### config.mk
export PLATFORM = sky130hd
export DESIGN_NAME = sub_serial16
export DESIGN_NICKNAME = d
export VERILOG_FILES = /design/src/rtl/sub_serial16.sv
export SDC_FILE = /design/constraint.sdc
export NUM_CORES = 1
export LEC_CHECK = 0
export CORE_MARGIN = 5
export CORE_UTILIZATION = 46
export CTS_CLUSTER_SIZE = 20
export DETAILED_ROUTE_END_ITERATION = 12
export GPL_TIMING_DRIVEN = 0
export PLACE_DENSITY_LB_ADDON = 0.1
export SLEW_MARGIN = 10
export SYNTH_ARGS = -nofsm -noshare
export SYNTH_HDL_FRONTEND = slang
export SYNTH_SLANG_ARGS = --single-unit
### constraint.sdc
create_clock -name clk -period 7.4 [get_ports clk]
set_input_delay 0.74 -clock clk [delete_from_list [all_inputs] [get_ports clk]]
set_output_delay 0.74 -clock clk [all_outputs]
set_load 0.02 [all_outputs]
### src/rtl/sub_serial16.sv
// rtl/sub_serial16.sv - multi-cycle slice-serial two's-complement subtractor (a - b - b_in)
module sub_serial16 #(
    parameter int WIDTH = 16,
    parameter int SLICE = 4
) (
    input  logic             clk,
    input  logic             reset,
    input  logic             start,
    input  logic [WIDTH-1:0] a,
    input  logic [WIDTH-1:0] b,
    input  logic             b_in,
    output logic [WIDTH-1:0] diff,
    output logic             borrow_out,
    output logic             overflow,
    output logic             busy,
    output logic             done
);

    localparam int NSLICE = WIDTH / SLICE;
    localparam int CW     = (NSLICE > 1) ? $clog2(NSLICE) : 1;
    localparam logic [CW-1:0] LAST = CW'(NSLICE - 1);

    typedef enum logic [1:0] {
        IDLE = 2'd0,
        RUN  = 2'd1,
        DONE = 2'd2
    } state_t;

    state_t           state_q;
    logic [CW-1:0]    cnt_q;
    logic [WIDTH-1:0] a_q;
    logic [WIDTH-1:0] b_q;
    logic [WIDTH-1:0] res_q;
    logic             carry_q;
    logic [WIDTH-1:0] diff_q;
    logic             borrow_q;
    logic             ovf_q;
    logic             busy_q;
    logic             done_q;

    logic [SLICE:0]   sum_d;
    logic [WIDTH-1:0] res_d;
    logic             ovf_d;

    // One shared slice adder: subtraction as a + ~b + carry, carry seeded with ~b_in.
    always_comb begin
        sum_d = {1'b0, a_q[cnt_q*SLICE +: SLICE]}
              + {1'b0, ~b_q[cnt_q*SLICE +: SLICE]}
              + {{SLICE{1'b0}}, carry_q};
        res_d = res_q;
        res_d[cnt_q*SLICE +: SLICE] = sum_d[SLICE-1:0];
        ovf_d = (a_q[WIDTH-1] ^ b_q[WIDTH-1]) & (res_d[WIDTH-1] ^ a_q[WIDTH-1]);
    end

    always_ff @(posedge clk) begin
        if (reset) begin
            state_q  <= IDLE;
            cnt_q    <= '0;
            a_q      <= '0;
            b_q      <= '0;
            res_q    <= '0;
            carry_q  <= 1'b0;
            diff_q   <= '0;
            borrow_q <= 1'b0;
            ovf_q    <= 1'b0;
            busy_q   <= 1'b0;
            done_q   <= 1'b0;
        end else begin
            case (state_q)
                IDLE: begin
                    done_q <= 1'b0;
                    if (start) begin
                        a_q     <= a;
                        b_q     <= b;
                        carry_q <= ~b_in;
                        cnt_q   <= '0;
                        busy_q  <= 1'b1;
                        state_q <= RUN;
                    end
                end
                RUN: begin
                    res_q   <= res_d;
                    carry_q <= sum_d[SLICE];
                    cnt_q   <= cnt_q + 1'b1;
                    // Outputs only change here so partial slices never leak out.
                    if (cnt_q == LAST) begin
                        diff_q   <= res_d;
                        borrow_q <= ~sum_d[SLICE];
                        ovf_q    <= ovf_d;
                        done_q   <= 1'b1;
                        state_q  <= DONE;
                    end
                end
                DONE: begin
                    done_q  <= 1'b0;
                    busy_q  <= 1'b0;
                    state_q <= IDLE;
                end
                default: begin
                    state_q <= IDLE;
                    busy_q  <= 1'b0;
                    done_q  <= 1'b0;
                end
            endcase
        end
    end

    assign diff       = diff_q;
    assign borrow_out = borrow_q;
    assign overflow   = ovf_q;
    assign busy       = busy_q;
    assign done       = done_q;

endmodule
==> results.ini, run 1 <==
[critical_path]
cp_data_required_time_ns=7.67
crit_cells=9
setup.worst_path.end_class=flip-flop
crit_path_cell_trace=buf_2 > mux4_2 > inv_1 > fa_1 > inv_1 > fa_1 > xor2_1 > a21oi_1 > a211oi_1
cp_slowest_cell=xor2_1
timing.critical_path.buf_inv=3
crit_path_start_kind=flip-flop
worst_reg2reg_path_length_in_cells=9
timing.critical_path.max_delay_family=XOR/XNOR gates
worstPathMaxFanout=10
cpPeakStageDelay_ns=0.67
worst_ep_arrival_time_ns=3.62
critPathKind=reg2reg

[placed_design]
detailedPlacementHpwl_um=5430
buffer_ports.inserted=54
finalWeightedCongestion=0.815

[timing]
max_slew_vio_count=0
rsz0062_at_grt=no
setup_tns_ns=0
max_freq_mhz=299
layout_min_cycle_time_ns=3.35
min_period_over_period_pct=45.3
hold_viol=0
timing.hold.ws_ns=0.455
tightest_slew_ns=0.803
finalSetupViolations=0
relSlewSlack_pct=46.3
worst_clock_skew_ns=0.00785

[clocking]
postCtsHoldBufs=0
worstSkewPairLatency_ns=0.36
cts_sinks=73
cts_setup_buffers=0
htree_levels=3
clock_tree_from_tritoncts=yes
cts-root-to-sink-buffers=2
clock-root-buffer=clkbuf_8
clk_pin_slew_ns=0.08
cts-resized-gates=0
tritoncts.num_buffers=9

[yosys]
synth.net_count=410
ys_seq_elements=73
synthesis.area_per_instance_um2=8.71
synth.cell_area_um2=3160
xor_xnor_portion_of_the_synthesized_cell_area_pct=0.791
post_synth_and_or_nand_nor_area_fraction_pct=21.1
synth_compound_gate_area_share_pct=16.6
synth_mux_area_share_pct=5.70
ys_warns=0
synth.distinct_cells=38
sequential_element_share_of_the_synthesized_area_pct=46.2
post_synth_inst_count=363
largest_family_of_logic_cells_by_synthesized_area=simple AND/OR/NAND/NOR gates
fraction_of_the_mapped_netlist_area_in_adder_cells_pct=4.83

[min_path]
hp-class=reg2reg
whs_path_depth=2

[global_routing]
grt_start_max_net_pins=13
grt_antenna_before_repair=0
groute.layer.met1.usage_pct=23.9
grt.total_usage_pct=18.6
global_route_wire_length_before_repair_um=12500
grt_use_met3_pct=3.09
met2_grt_util_pct=30.1
globalRouteOverflowTotal=0
first_global_vias=2632
globalRoute.busiestLayer=met2

[outcome]
run_status=complete, no violations

[floorplanning]
die_extent_in_x_um=92.9
initial_core_util_pct=46.8
row_count=30
io_pins=56
coreArea_um2=6760
fp.dieArea_um2=8630
die_h_um=92.9

[route]
first_iter_violations=104
routed-via-count=2706
antenna_left=0
final_routed_wirelength_um=7600
viasPerCell=5.27
wl_per_cell_um=14.8
post-route-drc-count=0
drt_pre_antenna_iters=4

[cells_and_area]
antennaDiodeCount=0
layout_fillers=669
number_of_nets_in_the_final_layout=475
layout-drive-gt1-share_pct=8.31
flow.area_growth_from_synthesis_pct=26.7
seq_area_um2=1460
multiInputGateArea_um2=1550

[power_and_ir_drop]
vdd_drop_max_mv=0.105
power_per_cell_area_nw_per_um2=220
total_leakage_power_uw=0.00149

[job]
max-cap-violations=0

==> sequential cells by signal, indices dropped and copies added (netlist names), 2 cells and up <==
signal	count
res_q	16
b_q	16
diff	16
cnt_q	2
state_q	2
a_q	16
==> worst min-delay path, delay by kind of cell (launching register included) <==
kind | cells | cell delay (ns)
and+or+nand+nor | 1 | 0.05
DFF | 1 | 0.31
AOI/OAI and AO/OA | 1 | 0.05
==> Yosys cell counts, drive strengths merged <==
cell    instances  area, um^2
a221oi         11        96.3
fa              2        40.0
nand2b          1        6.26
and2            3        18.8
xor2            2        25.0
nand3           2        10.0
buf             5        31.3
nor3           13        65.1
ha              9         113
a211oi          9        67.6
and4bb          1        12.5
a2111o          1        11.3
nor4b           1        15.0
o311ai          1        8.76
a21o            2        16.3
nand3b          2        15.0
and3b           1        10.0
and3            2        12.5
inv            14        52.6
a21oi          42         214
mux4            8         180
nor3b           2        20.0
nand2          75         284
a32oi           3        26.3
a221o           1        10.0
dfxtp          73        1460
o21ai           1        5.00
a22oi           8        60.1
nor2           43         161
clkbuf         18        67.6
a311oi          1        8.76
nor2b           6        37.5
==> final cells by class <==
cell class	count	share of cell area [%]
flip-flops and latches	73	36.5
clock buffers	11	3.78
well taps	80	2.50
inverters	14	1.31
repair buffers	54	13.5
clock inverters	5	1.34
multi-input cells	253	38.7
plain buffers	23	2.47
==> per-layer routing <==
| layer | vias up | routed length, um | part of all wire [%] |
|---|---|---|---|
| met5 | - | 0 | 0 |
| li1 | 1385 | - | - |
| met1 | 1246 | 3410 | 45 |
| met4 | 0 | 119 | 1.6 |
| met2 | 64 | 3710 | 49 |
| met3 | 11 | 357 | 4.7 |
==> cell usage in the layout (no fill, tap or decap), types with 2 or more instances in the layout <==
master	instances
nand3b_1	2
clkdlybuf4s50_1	54
nor2b_1	6
fa_1	2
inv_1	14
mux4_2	8
a22oi_1	8
a221oi_1	11
a21oi_1	41
and2_1	3
clkbuf_1	18
dfxtp_1	73
a32oi_1	3
ha_1	9
nor2_1	43
a211oi_1	9
clkbuf_8	11
clkinv_2	3
nand3_1	2
buf_2	4
and3_1	2
nand2_1	74
nor3_1	13
==> per-stage QoR <==
stage	power, uW	worst slack [ns]	utilization, %	area [um^2]	instances
3_3_place_gp	564	4.10	56.3	3800	497
5_1_grt	920	3.80	59.3	4010	513
6_report	880	4.05	59.3	4010	513
4_1_cts	883	4.06	59.3	4010	513
3_5_place_dp	567	4.06	56.3	3800	497
2_1_floorplan	515	4.69	-	3160	363
==> logic make-up after synthesis <==
kind of cell	after synthesis
AOI/OAI and AO/OA	80
adders and majority gates	11
xor gates and xnor gates	2
DFF	73
muxes	8
buffers and inverters	37
and+or+nand+nor	152
==> path summary, 6_finish.rpt <==
kind / slack (ns) / end / startpoint
worst max-delay path: 4.05 / res_q[14] / cnt_q[0]
worst min-delay path: 0.45 / a_q[13] / a_q[13]
worst max register to register: 4.05 / res_q[14] / cnt_q[0]
worst min register to register: 0.45 / a_q[13] / a_q[13]
==> report_power, final <==
part           switching, uW  internal, uW  total [uW]  leakage [uW]
combinational           82.9          56.4         139      0.000786
sequential              10.0           410         420      0.000595
clock                    148           173         321      0.000109
Power figures use the tool's default switching activity.
==> inputs of run 2 (changes only) <==
clock period = 3.1 ns   (was 7.4 ns; I/O delays follow)
==> results.ini, run 2 (synthesis results as in run 1) <==
[global_routing]
grt_antenna_before_repair=0
globalRouteOverflowTotal=0
grt_start_max_net_pins=13
global_route_wire_length_before_repair_um=12500
first_global_vias=2632
grt.total_usage_pct=18.6

[timing]
min_period_over_period_pct=93.7
setup_tns_ns=0
max_freq_mhz=344
hold_viol=0
finalSetupViolations=0
relSlewSlack_pct=61.3
timing.hold.ws_ns=0.456
post-route-worst-setup-slack_ns=0.196
tightest_slew_ns=0.580
max_slew_vio_count=0
worst_clock_skew_ns=0.0100
rsz0062_at_grt=no
layout_min_cycle_time_ns=2.90

[cells_and_area]
antennaDiodeCount=0
layout_fillers=663
final-instance-count-excl-fill=513
flow.area_growth_from_synthesis_pct=27.6
final_common_cell=nand2_1
number_of_nets_in_the_final_layout=475
most-common-layout-cells=nand2_1 (74), dfxtp_1 (73), clkdlybuf4s50_1 (54)
layout-drive-gt1-share_pct=8.78

[route]
post-route-drc-count=0
antenna_left=0
routed-via-count=2714
viasPerCell=5.29
wl_per_cell_um=14.7
final_routed_wirelength_um=7550
drt_pre_antenna_iters=4
first_iter_violations=93

[critical_path]
reg2reg_to=carry_q
regToRegSetupSlack_ns=0.20
setup.worst_path.end_class=flip-flop
crit_path_start_kind=flip-flop
critPathKind=reg2reg
worst_ep_arrival_time_ns=3.13
worstPathMaxFanout=10
cp_data_required_time_ns=3.33
rr_startpoint=cnt_q[0]
launching_element_of_the_worst_setup_path=cnt_q[0]
setup.worst_path.end=carry_q
worst_reg2reg_path_length_in_cells=10

[clocking]
clock_tree_from_tritoncts=yes
worstSkewPairLatency_ns=0.35
clk_pin_slew_ns=0.08
cts-root-to-sink-buffers=2
htree_levels=3
cts_setup_buffers=0
clock-root-buffer=clkbuf_8
cts_sinks=73
tritoncts.num_buffers=9

[placed_design]
dp_worst_setup_slack_ns=-0.235
detailedPlacementHpwl_um=5430
finalWeightedCongestion=0.815
placed_cells_incl_taps=497
buffer_ports.inserted=54

[floorplanning]
die_h_um=92.9
die_extent_in_x_um=92.9
fp.dieArea_um2=8630
initial_core_util_pct=46.8
io_pins=56
coreArea_um2=6760
row_count=30

[power_and_ir_drop]
vdd_drop_max_mv=0.251
power_uw=2110
total_leakage_power_uw=0.00150
power_per_cell_area_nw_per_um2=522

[outcome]
run_status=complete, no violations

[job]
max-cap-violations=0

[min_path]
hp-class=reg2reg

==> run 2: metal layers <==
layer	vias to the layer above	track usage (%)	share of wire, %
met1	1230	23.9	45
met5	-	0	0
li1	1388	-	-
met2	83	30.0	48
met3	13	3.09	4.9
met4	0	9.52	2.2
==> run 2: layout make-up <==
cell class	instances	area (um^2)	share of cell area [%]
Tap cell	80	100	2.48
Clock buffer	11	151	3.75
Clock inverter	5	53.8	1.33
Sequential cell	73	1460	36.2
Buffer	23	106	2.64
Timing Repair Buffer	54	541	13.4
Inverter	14	52.6	1.30
Multi-Input combinational cell	253	1570	38.9
==> run 2: worst min path at each step <==
stage / start / end / slack [ns] / depth (start not counted)
floorplan: res_q[0] / res_q[0] / 0.43 / 2
global placement: res_q[8] / res_q[8] / 0.44 / 2
detailed placement: b_q[10] / b_q[10] / 0.45 / 2
CTS: b_q[10] / b_q[10] / 0.46 / 2
global route: b_q[5] / b_q[5] / 0.48 / 2
finish: a_q[9] / a_q[9] / 0.46 / 2
==> run 2: timing repair <==
item	4_1_cts	5_1_grt
hold buffers	0	0
endpoints found under the setup margin	8	6
pin swaps	0	0
gates resized for setup	3	3
==> run 2: through the flow <==
| step | util (%) | instance area, um^2 |
|---|---|---|
| final | 59.7 | 4040 |
| after global routing | 59.7 | 4040 |
| after CTS | 59.6 | 4030 |
| after detailed placement | 56.3 | 3800 |
| after global placement | 56.3 | 3800 |
| after floorplan | - | 3160 |
==> run 2: power by group <==
part / switching [uW] / internal, uW
registers: 23.8 / 978
logic: 200 / 141
clock network: 352 / 413
total: 575 / 1530
==> run 2: critical path, cell delays in order (launching register included) <==
cell and delay, ns:
dfxtp_1 0.50, buf_6 0.23, mux4_2 0.50, inv_1 0.10, fa_1 0.18, inv_1 0.05, fa_1 0.46, a21o_2 0.24
a21o_1 0.19, a221oi_1 0.27, nor2_1 0.07
==> inputs of run 3 (changes only) <==
PLACE_DENSITY = 0.71   (was not set)
PLACE_DENSITY_LB_ADDON = not set   (was 0.1)
==> results.ini, run 3 (synthesis results as in run 1) <==
[power_and_ir_drop]
total_leakage_power_uw=0.00148
power_uw=2010
power_per_cell_area_nw_per_um2=502
vdd_drop_max_mv=0.247

[critical_path]
rr_startpoint=cnt_q[0]
critPathKind=reg2reg
worst_reg2reg_path_length_in_cells=8
regToRegSetupSlack_ns=0.16
crit_path_start_kind=flip-flop
cpPeakStageDelay_ns=0.53
cp_slowest_cell=mux4_2
reg2reg_to=overflow
crit_path_cell_trace=buf_6 > mux4_2 > ha_1 > a21oi_2 > nand2_2 > xor2_2 > a2111o_1 > a311oi_1
worst_ep_arrival_time_ns=3.20
cp_data_required_time_ns=3.36
setup.worst_path.end_class=flip-flop
worstPathMaxFanout=10

[route]
drt_pre_antenna_iters=4
antenna_left=0
wl_per_cell_um=14.8
final_routed_wirelength_um=7550
first_iter_violations=128
post-route-drc-count=0
viasPerCell=5.38
routed-via-count=2746

[floorplanning]
io_pins=56
coreArea_um2=6760
fp.dieArea_um2=8630
die_extent_in_x_um=92.9
initial_core_util_pct=46.8
die_h_um=92.9
row_count=30

[placed_design]
placed_cells_incl_taps=497
buffer_ports.inserted=54
dp_worst_setup_slack_ns=-0.201
finalWeightedCongestion=0.785
detailedPlacementHpwl_um=5660

[global_routing]
met2_grt_util_pct=30.2
grt_use_met3_pct=5.28
first_global_vias=2646
globalRouteOverflowTotal=0
grt.total_usage_pct=18.9
global_route_wire_length_before_repair_um=12700
globalRoute.busiestLayer=met2
grt_antenna_before_repair=0
groute.layer.met1.usage_pct=23.9
grt_start_max_net_pins=11

[timing]
max_freq_mhz=340
tightest_slew_ns=0.559
min_period_over_period_pct=95.0
finalSetupViolations=0
post-route-worst-setup-slack_ns=0.156
timing.hold.ws_ns=0.455
hold_viol=0
max_slew_vio_count=0
setup_tns_ns=0
relSlewSlack_pct=62.7
layout_min_cycle_time_ns=2.94
worst_clock_skew_ns=0.00503

[cells_and_area]
number_of_nets_in_the_final_layout=475
most-common-layout-cells=nand2_1 (74), dfxtp_1 (73), clkdlybuf4s50_1 (54)
final-instance-count-excl-fill=510
antennaDiodeCount=0
layout-drive-gt1-share_pct=7.91
final_common_cell=nand2_1
flow.area_growth_from_synthesis_pct=26.4

[clocking]
worstSkewPairLatency_ns=0.35
postCtsHoldBufs=0
clock_tree_from_tritoncts=yes
cts-root-to-sink-buffers=2
cts_sinks=73
tritoncts.num_buffers=9
htree_levels=3
clk_pin_slew_ns=0.07
clock-root-buffer=clkbuf_8

[job]
max-cap-violations=0

[min_path]
hp-class=reg2reg
min-delay-start=a_q[10]
timing.hold.worst_endpoint=a_q[10]
whs_path_depth=2

[outcome]
run_status=complete, no violations

-- run 3: worst max-delay path: cells and delay by family (launching register included) --
family	cells	cell delay, ns
muxes	1	0.53
buffers and inverters	1	0.23
DFF	1	0.49
xor gates and xnor gates	1	0.21
AOI/OAI and AO/OA	3	0.86
and+or+nand+nor	1	0.09
adders and majority gates	1	0.43
-- run 3: worst max path at each step --
stage	from	end	slack [ns]
4_1_cts	cnt_q[0]	res_q[14]	-0.03
5_1_grt	cnt_q[0]	overflow	-0.002
3_3_place_gp	cnt_q[0]	res_q[14]	-0.15
3_5_place_dp	cnt_q[0]	res_q[14]	-0.20
6_report	cnt_q[0]	overflow	0.16
2_1_floorplan	cnt_q[0]	diff[14]	0.39
-- run 3: through the flow --
step,cell area (um^2),utilization (%)
4_1_cts,3980,58.9
6_report,4000,59.2
3_5_place_dp,3800,56.3
3_3_place_gp,3800,56.3
5_1_grt,4000,59.2
2_1_floorplan,3160,-
-- run 3: routing by layer --
| layer | wire length (um) | share of wire (%) |
|---|---|---|
| met1 | 3350 | 44 |
| met2 | 3600 | 48 |
| met3 | 460 | 6.1 |
| met4 | 140 | 1.9 |
| met5 | 0 | 0 |
-- run 3: cell type report --
class,instances,area [um^2]
Fill cell,631,2760
Multi-Input combinational cell,253,1570
Sequential cell,73,1460
Timing Repair Buffer,54,541
Clock buffer,13,169
Buffer,23,106
Tap cell,80,100
Inverter,14,52.6
-- run 3: repair_timing --
action	CTS	global route
endpoints found under the hold margin	0	0
resized for setup	1	6
buffers inserted	0	0
endpoints found under the setup margin	6	17
-- run 3: report_power, final --
part,switching [uW],internal [uW],leakage (uW)
clock network,323,343,0.0000875
logic,198,141,0.000794
registers,24.1,979,0.000595
total,545,1460,0.00148
